### src/rtl/inst_sram_ctrl.sv
// Instruction-fetch responder: turns a chip-enable + PC request into a timed
// read of the external 32-bit instruction SRAM and returns the word with a
// one-cycle valid strobe, holding the PC stage via stall_req_o meanwhile.
module inst_sram_ctrl #(
    parameter int unsigned WAIT_CYCLES = 1,
    parameter logic [31:0] BASE_ADDR   = 32'h80000000,
    parameter int unsigned ADDR_W      = 20
) (
    input  logic              clk,
    input  logic              rst,
    input  logic              ce_i,
    input  logic [31:0]       pc_i,
    input  logic              flush_i,
    output logic [31:0]       inst_o,
    output logic              inst_valid_o,
    output logic              addr_err_o,
    output logic              stall_req_o,
    output logic [ADDR_W-1:0] ram_addr_o,
    output logic              ram_ce_n_o,
    output logic              ram_oe_n_o,
    output logic              ram_we_n_o,
    output logic [3:0]        ram_be_n_o,
    input  logic [31:0]       ram_data_i
);

    typedef enum logic [1:0] {IDLE, ACCESS, DONE} state_e;

    // Window bounds held in 33 bits so BASE_ADDR + window cannot wrap.
    localparam logic [32:0] WIN_LO = {1'b0, BASE_ADDR};
    localparam logic [32:0] WIN_HI = WIN_LO + (33'd1 << (ADDR_W + 2));

    state_e            state_q;
    logic [3:0]        cnt_q;
    logic [31:0]       inst_q;
    logic              valid_q;
    logic              addr_err_q;
    logic              flushed_q;
    logic [ADDR_W-1:0] ram_addr_q;
    logic              ram_ce_n_q;
    logic              ram_oe_n_q;
    logic              pc_legal_d;
    logic [ADDR_W-1:0] word_addr_d;

    // Decode whether the requested PC is word-aligned and inside the SRAM window.
    always_comb begin
        pc_legal_d  = (pc_i[1:0] == 2'b00) &&
                      ({1'b0, pc_i} >= WIN_LO) &&
                      ({1'b0, pc_i} <  WIN_HI);
        word_addr_d = ADDR_W'((pc_i - BASE_ADDR) >> 2);
    end

    // Fetch FSM: sample request, wait out SRAM access time, present result.
    always_ff @(posedge clk or negedge rst) begin
        if (!rst) begin
            state_q    <= IDLE;
            cnt_q      <= 4'd0;
            inst_q     <= 32'h0;
            valid_q    <= 1'b0;
            addr_err_q <= 1'b0;
            flushed_q  <= 1'b0;
            ram_addr_q <= '0;
            ram_ce_n_q <= 1'b1;
            ram_oe_n_q <= 1'b1;
        end else begin
            valid_q    <= 1'b0;
            addr_err_q <= 1'b0;
            case (state_q)
                IDLE: begin
                    flushed_q <= 1'b0;
                    if (ce_i) begin
                        if (pc_legal_d) begin
                            ram_addr_q <= word_addr_d;
                            ram_ce_n_q <= 1'b0;
                            ram_oe_n_q <= 1'b0;
                            cnt_q      <= 4'(WAIT_CYCLES);
                            state_q    <= ACCESS;
                        end else begin
                            addr_err_q <= 1'b1;
                            inst_q     <= 32'h0;
                        end
                    end
                end
                ACCESS: begin
                    // A flush seen at any point of the access kills the strobe,
                    // but the SRAM cycle itself is always allowed to finish.
                    flushed_q <= flushed_q | flush_i;
                    if (cnt_q != 4'd0) begin
                        cnt_q <= cnt_q - 4'd1;
                    end else begin
                        inst_q     <= ram_data_i;
                        ram_ce_n_q <= 1'b1;
                        ram_oe_n_q <= 1'b1;
                        valid_q    <= ~(flushed_q | flush_i);
                        state_q    <= DONE;
                    end
                end
                DONE: begin
                    state_q <= IDLE;
                end
                default: begin
                    state_q <= IDLE;
                end
            endcase
        end
    end

    // Hold the PC while a legal request is being accepted or an access runs.
    always_comb begin
        stall_req_o = (state_q == ACCESS) ||
                      ((state_q == IDLE) && ce_i && pc_legal_d);
    end

    // A flush arriving in the DONE cycle still has to cancel the strobe.
    assign inst_valid_o = valid_q & ~flush_i;
    assign inst_o       = inst_q;
    assign addr_err_o   = addr_err_q;
    assign ram_addr_o   = ram_addr_q;
    assign ram_ce_n_o   = ram_ce_n_q;
    assign ram_oe_n_o   = ram_oe_n_q;
    assign ram_we_n_o   = 1'b1;
    assign ram_be_n_o   = {4{ram_ce_n_q}};

endmodule

### config.mk
export PLATFORM = sky130hd
export DESIGN_NAME = inst_sram_ctrl
export DESIGN_NICKNAME = d
export VERILOG_FILES = /design/src/rtl/inst_sram_ctrl.sv
export SDC_FILE = /design/constraint.sdc
export NUM_CORES = 1
export LEC_CHECK = 0
export CORE_ASPECT_RATIO = 0.9
export CORE_MARGIN = 5
export CORE_UTILIZATION = 30
export DETAILED_ROUTE_END_ITERATION = 10
export PLACE_DENSITY_LB_ADDON = 0.08
export REMOVE_ABC_BUFFERS = 1
export SYNTH_ARGS = -nofsm -noshare
export SYNTH_HDL_FRONTEND = slang
export SYNTH_SLANG_ARGS = --single-unit
### constraint.sdc
create_clock -name clk -period 2.1 [get_ports clk]
set_clock_uncertainty 0.15 [all_clocks]
set_input_delay 0.315 -clock clk [delete_from_list [all_inputs] [get_ports clk]]
set_output_delay 0.315 -clock clk [all_outputs]
set_load 0.005 [all_outputs]
==> flow_summary.toml <==
[run_status]
status = "finished clean"

[cells_and_area]
antenna-diode-count = 0
seq_area_sq_um = 1550
fin_nets = 480
drive_gt1_frac = 0.147
final_area_sq_um = 4860
multi_input_area_sq_um = 1230
syn_to_final_growth_pct = 58.7
fin_util = 0.480
fill_cells = 951

[power]
seqPwrFrac = 0.401
finalPower_mw = 3.00
cellLeakagePower_nw = 1.98
switching_share = 0.199
p_comb_frac = 0.068
powerDensity_nw_per_um2 = 617
internal_power_mw = 2.40
pwr-share-clk = 0.531
p_switching_mw = 0.596
irDropWorstVdd_v = 0.000500

[worst_setup_path]
reg2reg_from = "cnt_q[0]"
crit_path_end_kind = "primary output"
critPathKind = "in -> out"
reg2reg_slack_ns = 0.22
worstRegToRegCells = 6
reg2reg_to = "inst_o[21]"
cp.arrival_ns = 1.47
path_max_fanout = 2
critPathRequiredTime_ns = 1.63
start_kind = "input port"

[synth]
yosysWarnings = 0
synth_area_sq_um = 3060
synth-edff-count = 0
synth-main-ff-cell = "dfrtp_1"
ys_seq_area_frac = 0.507
synth_cells = 280
syn_avg_cell_area_sq_um = 10.9
ys_types = 40
synth_async_sr_flop_share = 1.00
synth-seq-cells = 62

[clock_tree]
cts_tree = "yes"
htree_levels = 3
clock-sinks = 62
cts_made_buffers = 9
clk_root_buffer_cell = "clkbuf_16"
cts_buffer_depth = 2
path_clk_slew_ns = 0.05
clock_latency_ns = 0.32

[die]
dieHeight_um = 106
core_area_sq_um = 10100
initial_core_util = 0.303
io_pins = 130
fp.dieW_um = 116
dieArea_sq_um = 12300
fp-row-count = 35

[sta]
tns_ns = 0
grt_setup_unrepaired = "false"
hold_viol_final = 0
setup_viol = 0
layout_min_cycle_time_ns = 1.94
finalMaxSlewViolations = 0
finalCritPeriodShare = 0.923
fmax_mhz = 516
worst_slack_ns = 0.162

[global_routing]
overflow = 0
grt_pass1_vias = 2976
grt_max_degree = 63
grtUsageTotal = 0.153
antenna_found_initial = 0
grt_pass1_wl_um = 15100

[detailed_routing]
dr.pass1.iters = 4
drcViolationCount = 0
drtAntennaViolNets = 0
wire_per_inst_um = 16.5
vias_per_cell = 4.95
drt-initial-drc-count = 218
wl_um = 9000
vias = 2697

[placed_design]
io_buffer_count = 128
post-dp-hpwl_um = 6110
place_area_sq_um = 4530
place_congestion = 0.673
pre_cts_slack_ns = -0.266

[worst_hold_path]
hp-start = "flushed_q"
hp-class = "reg -> reg"
whs_path_depth = 1
hold-path-endpoint = "valid_q"

[flow_run]
max_cap_viol_count = 0
what timing repair did:
item / 4_1_cts / 5_1_grt
pin swaps: 1 / 2
resized for setup: 2 / 1
hold buffers: 1 / 0
setup endpoints to repair: 1 / 1
endpoints found under the hold margin: 61 / 0
setup buffers: 0 / 1
metrics by stage:
step                      hold slack, ns  instances
final                              0.270        545
after global routing               0.301        545
after CTS                          0.275        544
after detailed placement           0.212        527
after global placement             0.214        527
after floorplan                   -0.131        250
synth_stat cells, types with 3 or more instances:
library cell | n | area share
o211ai_1 | 64 | 0.16
buf_1 | 3 | 0.0037
nand3_1 | 32 | 0.052
clkbuf_1 | 16 | 0.020
mux2_2 | 4 | 0.015
inv_1 | 35 | 0.043
buf_4 | 6 | 0.015
buf_2 | 3 | 0.0049
dfrtp_1 | 61 | 0.50
mux2_1 | 6 | 0.022
mux2_4 | 10 | 0.049
nor2b_1 | 3 | 0.0061
cell type report:
cell class	count	share of cell area
clock inverters	4	0.0144
repair buffers	150	0.301
flip-flops and latches	62	0.320
well taps	129	0.0332
clock buffers	12	0.0507
multi-input cells	153	0.254
inverters	35	0.0270
power groups by stage:
stage / Combinational, mW / Clock (mW) / Sequential, mW
final: 0.203 / 1.59 / 1.20
after global routing: 0.221 / 1.68 / 1.20
after CTS: 0.207 / 1.63 / 1.20
after detailed placement: 0.205 / 0 / 1.22
after global placement: 0.206 / 0 / 1.22
after floorplan: 0.0216 / 0 / 1.22
state kept, by name, summed over array words and instances, names as in the netlist:
name,flops
addr_err_o,1
inst_o,32
ram_oe_n_o,1
ram_addr_o,20
state_q,2
valid_q,1
flushed_q,1
cnt_q,4
cell families after synthesis:
logic type | Yosys count | share of synthesized area
mux | 20 | 0.0858
compound gates | 73 | 0.179
flops | 62 | 0.507
buf+inv | 65 | 0.0932
fa+ha+maj | 1 | 0.00409
simple gates | 58 | 0.130
other cells | 1 | 0.00122
cells in the final DEF, fill, tap and decap left out, types with 2 or more instances in the layout:
cell type,count
buf_12,2
buf_4,19
bufinv_16,2
clkbuf_1,2
clkbuf_16,9
clkdlybuf4s50_1,126
clkinv_2,2
dfrtp_1,61
inv_1,35
mux2_1,6
mux2_2,4
mux2_4,10
nand2_1,2
nand2b_1,2
nand3_1,32
nor2_1,2
nor2b_1,2
nor3_1,2
nor4_1,2
nor4_4,2
o211ai_1,64
o21a_1,2
worst max path at each step:
| stage | startpoint | to | slack, ns | cells after the start |
|---|---|---|---|---|
| 2_1_floorplan | cnt_q[3] | cnt_q[3] | -0.52 | 3 |
| 3_3_place_gp | pc_i[30] | stall_req_o | -0.25 | 5 |
| 3_5_place_dp | pc_i[30] | stall_req_o | -0.27 | 5 |
| 4_1_cts | pc_i[28] | stall_req_o | 0.02 | 5 |
| 5_1_grt | pc_i[27] | stall_req_o | 0.06 | 5 |
| 6_report | pc_i[29] | stall_req_o | 0.16 | 5 |
layer usage:
metal / up-vias / share of wire / GRT usage
li1: 1268 / - / -
met1: 1312 / 0.44 / 0.195
met2: 108 / 0.45 / 0.237
met3: 9 / 0.10 / 0.0700
met4: 0 / 0.0089 / 0.0365
met5: - / 0 / 0
critical path: stages:
cell and delay, ns:
clkdlybuf4s50_1 0.44, nor4b_4 0.37, nand4_4 0.13, nand2_1 0.09, clkbuf_2 0.13
No activity file was read; power rests on OpenSTA's default activity.
